===== config.mk =====
export PLATFORM = sky130hd
export DESIGN_NAME = sine_coord_gen
export DESIGN_NICKNAME = d
export VERILOG_FILES = /design/src/rtl/sine_coord_gen.sv
export SDC_FILE = /design/constraint.sdc
export NUM_CORES = 1
export LEC_CHECK = 0
export ABC_CLOCK_PERIOD_IN_PS = 4800
export BUFFER_PORTS_ARGS = -buffer_cell sky130_fd_sc_hd__buf_2
export CORE_ASPECT_RATIO = 1.4
export CORE_MARGIN = 3
export CORE_UTILIZATION = 30
export DETAILED_ROUTE_END_ITERATION = 10
export SKIP_LAST_GASP = 1
export SYNTH_ARGS = -nofsm -noshare
export SYNTH_HDL_FRONTEND = slang
export SYNTH_SLANG_ARGS = --single-unit

===== constraint.sdc =====
create_clock -name clk -period 4.8 [get_ports clk]
set_clock_uncertainty 0.2 [all_clocks]
set_input_delay 0.96 -clock clk [delete_from_list [all_inputs] [get_ports clk]]
set_output_delay 0.96 -clock clk [all_outputs]
set_load 0.01 [all_outputs]

===== src/rtl/sine_coord_gen.sv =====
// Scrolling sine-band coordinate generator: maps VGA hpos/vpos to sine-layer
// cell coordinates, with a frame-rate phase accumulator driven by a small FSM.
//
//   state  | meaning
//   -------+-----------------------------------------------------------
//   WAIT   | idle after reset; layer disabled until the first frame_tick
//   RUN    | scrolling; phase advances on every frame_tick with pause=0
//   HOLD   | frozen; phase is held until a frame_tick with pause=0
module sine_coord_gen #(
  parameter int CELL_SHIFT = 3,
  parameter int Y_ORIGIN   = 160,
  parameter int BAND_ROWS  = 22
) (
  input  logic       clk,
  input  logic       rst,
  input  logic [9:0] hpos,
  input  logic [9:0] vpos,
  input  logic       display_on,
  input  logic       frame_tick,
  input  logic [1:0] speed,
  input  logic       dir,
  input  logic       pause,
  output logic [5:0] x,
  output logic [4:0] y,
  output logic       layer_en,
  output logic [9:0] phase
);

  localparam logic [1:0] S_WAIT = 2'd0;
  localparam logic [1:0] S_RUN  = 2'd1;
  localparam logic [1:0] S_HOLD = 2'd2;

  logic [1:0] r_state;
  logic [9:0] r_phase;
  logic [5:0] r_x;
  logic [4:0] r_y;
  logic       r_en;

  logic [1:0] w_state_nxt;
  logic       w_adv;
  logic [9:0] w_step;
  logic [9:0] w_phase_nxt;
  logic [5:0] w_cx;
  logic [5:0] w_x;
  logic [9:0] w_voff;
  logic [9:0] w_vrow;
  logic       w_in_band;
  logic       w_en;

  always_comb begin
    w_state_nxt = r_state;
    w_adv       = 1'b0;
    if (frame_tick) begin
      case (r_state)
        S_WAIT: w_state_nxt = S_RUN;
        S_RUN: begin
          if (pause) w_state_nxt = S_HOLD;
          else       w_adv       = 1'b1;
        end
        S_HOLD: begin
          if (!pause) begin
            w_state_nxt = S_RUN;
            w_adv       = 1'b1;
          end
        end
        default: w_state_nxt = S_WAIT;
      endcase
    end
  end

  // Step is in 1/16 cell units; 10-bit arithmetic wraps in both directions.
  assign w_step      = 10'd1 << speed;
  assign w_phase_nxt = !w_adv ? r_phase :
                       (dir ? r_phase - w_step : r_phase + w_step);

  assign w_cx = 6'(hpos >> CELL_SHIFT);
  assign w_x  = w_cx + r_phase[9:4];

  // Band test uses the >= compare first, so the wrapped subtraction is never used.
  assign w_voff    = vpos - 10'(Y_ORIGIN);
  assign w_vrow    = w_voff >> CELL_SHIFT;
  assign w_in_band = (vpos >= 10'(Y_ORIGIN)) && (w_vrow < 10'(BAND_ROWS));
  assign w_en      = display_on && w_in_band && (r_state != S_WAIT);

  always_ff @(posedge clk) begin
    if (rst) begin
      r_state <= S_WAIT;
      r_phase <= '0;
      r_x     <= '0;
      r_y     <= '0;
      r_en    <= 1'b0;
    end else begin
      r_state <= w_state_nxt;
      r_phase <= w_phase_nxt;
      r_en    <= w_en;
      r_x     <= w_en ? w_x : '0;
      r_y     <= w_en ? w_vrow[4:0] : '0;
    end
  end

  assign x        = r_x;
  assign y        = r_y;
  assign layer_en = r_en;
  assign phase    = r_phase;

endmodule


# Word level (Yosys, flattened, before mapping)
# Index checks and enable logic that the tools add are counted.
# totals
reg_bits	24
input_bits	28
output_inout_bits	22
elab_cells	32
# classes
addsub	4
order_cmp	2
eq_ne	4
shifts	1
n_mux	7
n_bitwise	1
n_reduce_logical	8
# ops
operator	count
$add 10x10->10	1
$ge 10x8->1 const B	1
$mux 10	1
$shl 1x2->10 const A	1
$sub 10x10->10	1
$sub 10x8->10 const B	1
$lt 7x5->1 const B	1
$add 6x6->6	1
$pmux 2 s3	1
$mux 2	2
$ne 2x2->1 const B	2
$reduce_or 2->1	2
$logic_and 1x1->1	3
$mux 1	3
$reduce_and 3->1	1
$eq 2x1->1 const B	1
$eq 2x2->1 const B	1
$logic_not 2->1	1
$reduce_bool 2->1	1
$not 1->1	1

# Logic depth before layout (Yosys ltp)
# Gate-level depths: netlist of run 1.
# logic_depth
ltp_word	7
mapped_depth	12
depth_no_buf	12

# Worst setup path before layout of run 1
# No wires, ideal clock.
# synth_timing
path_kind	in2reg
startpoint	input speed[0]
endpoint	register r_phase[9] (netlist: phase[9])
setup_time_ns	0.123
arrival_time_ns	3.234
t_required_ns	4.477
slack_ns	1.242
cell_stages	11
n_path_buf	0
cell_sequence	or2_2 > ha_1 > mux2_2 > inv_1 > ha_1 > nor2b_1 > o2111a_1 > o21ai_1 > o211a_1 > mux2i_1 > mux2_1
# synth_between
elab_chain_cells	3
word_cells_on_any_way	4
cone_classes	add/sub: 2; shift: 1; mux: 1
# synth_rtl
element	line	rtl
start: declaration	20	input logic [1:0] speed,
$shl 1x2->10 *	72	assign w_step = 10'd1 << speed;
$add 10x10->10 / $sub 10x10->10 (equally long branches)	74	(dir ? r_phase - w_step : r_phase + w_step);
$mux 10 *	74	
end signal: assignment	94	r_phase <= w_phase_nxt;
end: declaration	34	logic [9:0] r_phase;
# Mark *: on every way between the ends. The rest lies on a longest branch, timed or not.
# A chain may end at the register's enable or synchronous reset.

# Worst setup path after layout of run 1
# Ends and elaborated chain as after synthesis.

==> reports/qor.yml, run 1 <==
floorplanning:
  die_y_um: 91.33
  dieArea_mm2: 0.006115
  rows: 30
  io_pins: 50
  core_area_mm2: 0.004955
  initial_core_util_pct: 31.49
  die_x_um: 66.95
logic_synthesis:
  synth-edff-count: 0
  synth_cell_type_count: 36
  synth-compound-area-share_pct: 17.32
  yosysWarnings: 0
  synthAdderAreaFrac_pct: 18.60
  synth.area.top_cells: "dfxtp_1, ha_1, a21oi_1, nor2_1, inv_1"
  yosysMostFrequentCell: "dfxtp_1"
  synthMuxAreaShare_pct: 3.448
  synth_commonest_cells: "dfxtp_1, ha_1, nor2_1, inv_1, a21oi_1"
  yosysTopAreaCell: "dfxtp_1"
  ys_seq_area_share_pct: 30.79
  synth-async-reset-ratio_pct: 0
  synth_top_family_by_area: "adder cells"
  synth_flop_cell: "dfxtp_1"
  synth_xor_area_share_pct: 6.175
  ys_seq_elements: 24
  synth-simple-area-share_pct: 17.80
  synth.avg_cell_area_um2: 8.388
  synthesis.nets: 236
  netlist_area_mm2: 0.001560
  synth_cells: 186
  synth_top_cell_area_share_pct: 30.79
pwr:
  p_total_mw: 0.4958
  vdd_ir_drop_max_mv: 0.09403
  intPower_mw: 0.3666
  powerDensity_mw_per_mm2: 261.2
  switching_share_pct: 26.04
  leakage_nw: 0.9589
  clockPowerShare_pct: 36.0
  power_switching_mw: 0.1291
  p_seq_share_pct: 42.6
  pwr-share-comb_pct: 21.4
status:
  status: "finished clean"
timing:
  fin_crit_ns: 3.533
  finalSetupViolCount: 0
  finalCritPeriodShare_pct: 73.61
  tightest_slew_ns: 0.4360
  tns_ns: 0
  slew_headroom_pct: 70.85
  fmax_mhz: 283.0
  maxSlewViolCount: 0
  worst_slack_ns: 1.267
  rsz0062_at_grt: "no"
  hold_violations: 0
placed_design:
  hpwl_mm: 2.628
  post-place-ws_ns: 0.9957
  place_congestion: 0.7834
  place_area_mm2: 0.001827
  port_buffers: 42
clocking:
  clk_latency_ns: 0.27
  htree_levels: 1
  cts_tree: "built"
  max-clock-path-buffers: 2
  root_buffer: "clkbuf_8"
  cts_sinks: 24
  cts.clk_slew.worst_paths_ns: 0.09
  post_cts_buffers: 0
  cts_buffers: 3
  cts_resized: 0
  holdBufCountCts: 0
worst_setup_path:
  cp_max_fo: 4
  cp-end-kind: "flip-flop"
  critPathArrivalTime_ns: 3.49
  crit_required_ns: 4.76
  start_kind: "input pin"
  crit_type: "input pin to flip-flop"
final_layout:
  nets: 277
  fin_area_mm2: 0.001898
  antenna_cells: 0
  syn_to_final_growth_pct: 21.65
  drive_above_1_share_pct: 22.12
route:
  detail-route-antenna-nets: 0
  first_pass_iters: 4
  num_vias: 1346
  drc: 0
  wl_mm: 3.298
  wl_per_cell_um: 11.37
  first_iter_violations: 53
  routed_via_density: 4.641
global_routing:
  grt_usage_pct: 11.83
  grt_pass1_wl_mm: 5.692
  grt_max_degree: 17
  grt.overflow.total: 0
  antenna_found_initial: 0
  grt_pass1_vias: 1305
min_path:
  hold_class: "flip-flop to flip-flop"
run:
  cap_violations: 0
## stage by stage
stage               util (%)  std cells  hold WS [ns]
floorplan                  -        186        0.2782
global placement       36.87        286        0.2619
detailed placement     36.87        286        0.2686
CTS                    38.31        290        0.2875
global route           38.31        290        0.3251
finish                 38.31        290        0.2791
## final timing paths
kind | end | start | slack (ns) | depth (start not counted)
hold reg to reg | phase[3] | phase[3] | 0.28 | 2
setup reg to reg | phase[6] | phase[0] | 2.45 | 9
hold / removal | phase[3] | phase[3] | 0.28 | 2
setup / recovery | phase[9] | speed[0] | 1.27 | 12
## critical path, cell delays in order
cell and delay [ns]:
buf_2 0.11, or2_2 0.30, ha_1 0.30, mux2_2 0.29, inv_1 0.06, ha_1 0.21, nor2b_1 0.14, o2111a_1 0.26
o21ai_1 0.14, o211a_1 0.19, mux2i_1 0.20, mux2_1 0.33
## power by group through the flow
stage	Clock, mW	Combinational [mW]	Sequential, mW
after floorplan	0	0.0747	0.217
after global placement	0	0.105	0.216
after detailed placement	0	0.106	0.216
after CTS	0.186	0.107	0.211
after global routing	0.193	0.123	0.213
final	0.179	0.106	0.211
## logic make-up after synthesis
group	count (synthesis)
compound gates	42
xor+xnor	11
fa+ha+maj	22
buf+inv	24
flops	24
mux	5
simple gates	58
## metal layers
metal  track usage (%)  up-vias  share of wire [%]
met3             1.856        4                4.4
met4             4.399        0                1.4
met5                 0        -                  0
met1             13.87      603                 42
li1                  -      712                  -
met2             20.94       27                 52
## state kept, by name (all words and copies together), names as in the netlist
| register | count |
|---|---|
| layer_en | 1 |
| x | 6 |
| y | 5 |
| r_state | 2 |
| phase | 10 |
## layout by cell type, fill, tap and decap left out, drive strengths merged, types with 2 or more instances in the layout
master	instances
nor2	19
clkbuf	3
nor3	3
fa	2
o21ai	7
mux2	3
a211oi	2
or3	2
and2	4
o21a	4
nor4b	2
a21o	5
and3	2
o21bai	2
inv	18
a21oi	16
mux2i	2
xnor2	7
nor2b	6
buf	42
xor2	4
ha	20
dfxtp	24
nand3	4
nand2	14
## cell type report
type / instances / area (µm²)
fill: 526 / 3057
timing repair buffer: 42 / 210.2
tap: 64 / 80.08
clock buffer: 3 / 41.29
sequential: 24 / 480.5
inverter: 18 / 67.56
multi-input combinational: 138 / 988.4
clock inverter: 1 / 30.03
No activity file was read; power rests on OpenSTA's default activity.
==> inputs of run 2 (changes only) <==
--- a/config.mk
+++ b/config.mk
@@ -5,7 +5,7 @@
 export SDC_FILE = /design/constraint.sdc
 export NUM_CORES = 1
 export LEC_CHECK = 0
-export ABC_CLOCK_PERIOD_IN_PS = 4800
+export ABC_CLOCK_PERIOD_IN_PS = 3700
 export BUFFER_PORTS_ARGS = -buffer_cell sky130_fd_sc_hd__buf_2
 export CORE_ASPECT_RATIO = 1.4
 export CORE_MARGIN = 3
==> constraint.sdc (replaced) <==
create_clock -name clk -period 3.7 [get_ports clk]
set_clock_uncertainty 0.2 [all_clocks]
set_input_delay 0.74 -clock clk [delete_from_list [all_inputs] [get_ports clk]]
set_output_delay 0.74 -clock clk [all_outputs]
set_load 0.01 [all_outputs]
==> run 2 against run 1 <==
Setup slack got worse by 0.90 ns. Critical path depth did not move. Final cell count did not move. Combinational power rose by 29%. Final area fell by 0.86%. Sequential share of layout area rose by 0.22 points. Hold slack improved by 0.0013 ns. Critical path type unchanged. Sequential power rose by 30%. Core utilization fell by 0.33 points.
==> reports/qor.yml, run 2 (synthesis gave the netlist of run 1 again) <==
route:
  wl_mm: 3.260  # was 3.298 mm
  first_pass_iters: 2  # was 4
  routed_via_density: 4.669  # was 4.641
  wl_per_cell_um: 11.24  # was 11.37 µm
  detail-route-antenna-nets: 0  # unchanged
  drc: 0  # unchanged
  num_vias: 1354  # was 1346
  first_iter_violations: 23  # was 53
pwr:
  p_seq_share_pct: 46.4  # was 42.6%
  switching_share_pct: 27.72  # was 26.04%
  vdd_ir_drop_max_mv: 0.1190  # was 0.09403 mV
  power_switching_mw: 0.1635  # was 0.1291 mW
  intPower_mw: 0.4261  # was 0.3666 mW
  powerDensity_mw_per_mm2: 313.3  # was 261.2 mW/mm²
  clockPowerShare_pct: 30.3  # was 36.0%
  leakage_nw: 0.9520  # was 0.9589 nW
  pwr-share-comb_pct: 23.3  # was 21.4%
floorplanning:
  dieArea_mm2: 0.006115  # unchanged
  die_x_um: 66.95  # unchanged
  rows: 30  # unchanged
  die_y_um: 91.33  # unchanged
  initial_core_util_pct: 31.49  # unchanged
  io_pins: 50  # unchanged
  core_area_mm2: 0.004955  # unchanged
final_layout:
  post-route-util_pct: 37.98  # was 38.31%
  drive_above_1_share_pct: 22.12  # unchanged
  final_cell_mix: "buf_2, dfxtp_1, ha_1"  # unchanged
  layout_commonest_cell: "buf_2"  # unchanged
  antenna_cells: 0  # unchanged
  syn_to_final_growth_pct: 20.61  # was 21.65%
  largest_register_ffs: 10  # unchanged
  nets: 277  # unchanged
  stdcell_count: 290  # unchanged
run:
  cap_violations: 0  # unchanged
global_routing:
  grt_pass1_vias: 1244  # was 1305
  grt.overflow.total: 0  # unchanged
  grt_max_degree: 17  # unchanged
  antenna_found_initial: 0  # unchanged
  grt_pass1_wl_mm: 5.375  # was 5.692 mm
  grt_usage_pct: 11.20  # was 11.83%
timing:
  fmax_mhz: 300.1
  finalSetupViolCount: 0  # unchanged
  slew_headroom_pct: 70.17  # was 70.85%
  fin_crit_ns: 3.332
  rsz0062_at_grt: "no"  # unchanged
  finalCritPeriodShare_pct: 90.05
  hold_violations: 0  # unchanged
  maxSlewViolCount: 0  # unchanged
  tightest_slew_ns: 0.4461  # was 0.4360 ns
  tns_ns: 0  # unchanged
clocking:
  cts_buffers: 3  # unchanged
  htree_levels: 1  # unchanged
  cts_resized: 0  # unchanged
  max-clock-path-buffers: 2  # unchanged
  cts_sinks: 24  # unchanged
  root_buffer: "clkbuf_8"  # unchanged
  cts_tree: "built"  # unchanged
  post_cts_buffers: 0  # unchanged
  clk_latency_ns: 0.27  # about the same
  cts.clk_slew.worst_paths_ns: 0.08  # was 0.09 ns
  holdBufCountCts: 0  # unchanged
placed_design:
  port_buffers: 42  # unchanged
  place_congestion: 0.8194  # was 0.7834
  placed_cells: 286  # unchanged
  hpwl_mm: 2.644  # was 2.628 mm
worst_setup_path:
  cp_max_fo: 4  # unchanged
  cp-end-kind: "flip-flop"  # unchanged
  crit_type: "input pin to flip-flop"  # unchanged
  crit_required_ns: 3.65  # was 4.76 ns
  critPathArrivalTime_ns: 3.28  # was 3.49 ns
  start_kind: "input pin"  # unchanged
min_path:
  hold_class: "flip-flop to flip-flop"  # unchanged
status:
  status: "finished clean"  # unchanged
[run 2: cell types whose count changed in the layout (fill, tap and decap cells not counted), sizes merged]
cell    previous run  this run
clkbuf             3         4
bufinv             1         0
[run 2: final timing paths]
| path | cells past startpoint | end | start | slack (ns) |
|---|---|---|---|---|
| setup / recovery | 12 | phase[9] | speed[0] | 0.37 |
| hold / removal | 2 | phase[3] | phase[3] | 0.28 |
| setup reg to reg | 9 | phase[6] | phase[0] | 1.36 |
| hold reg to reg | 2 | phase[3] | phase[3] | 0.28 |
[run 2: routing by layer]
layer | routed length, µm | GRT usage [%] | part of all wire, %
met1 | 1333 | 12.40 | 41
met2 | 1738 | 20.28 | 53
met3 | 158 | 2.351 | 4.8
met4 | 29 | 4.061 | 0.89
met5 | 0 | 0 | 0
[run 2: metrics by stage]
step / hold slack [ns] / total power, mW / setup WS [ns] / area, µm²
5_1_grt: 0.3104 / 0.6353 / 0.2514 / 1882
3_3_place_gp: 0.2616 / 0.4167 / 0.1199 / 1827
2_1_floorplan: 0.2782 / 0.3788 / 0.3624 / 1560
4_1_cts: 0.2821 / 0.6049 / 0.3683 / 1882
6_report: 0.2804 / 0.5896 / 0.3681 / 1882
3_5_place_dp: 0.2669 / 0.4186 / 0.09904 / 1827
[run 2: area by class of cell]
class / instances / area (µm²)
fill: 537 / 3073
inverter: 18 / 67.56
clock buffer: 4 / 55.05
sequential: 24 / 480.5
multi-input combinational: 138 / 988.4
tap: 64 / 80.08
timing repair buffer: 42 / 210.2
[run 2: critical path: stages]
cell and delay, ns:
buf_2 0.11, or2_2 0.30, ha_1 0.29, mux2_2 0.28, inv_1 0.06, ha_1 0.21
nor2b_1 0.14, o2111a_1 0.27, o21ai_1 0.14, o211a_1 0.19, mux2i_1 0.22, mux2_1 0.33
[run 2: power groups by stage]
| stage | registers, mW | clock network, mW | logic [mW] |
|---|---|---|---|
| after floorplan | 0.282 | 0 | 0.0969 |
| after global placement | 0.280 | 0 | 0.137 |
| after detailed placement | 0.280 | 0 | 0.138 |
| after CTS | 0.274 | 0.192 | 0.139 |
| after global routing | 0.276 | 0.202 | 0.158 |
| final | 0.274 | 0.179 | 0.137 |
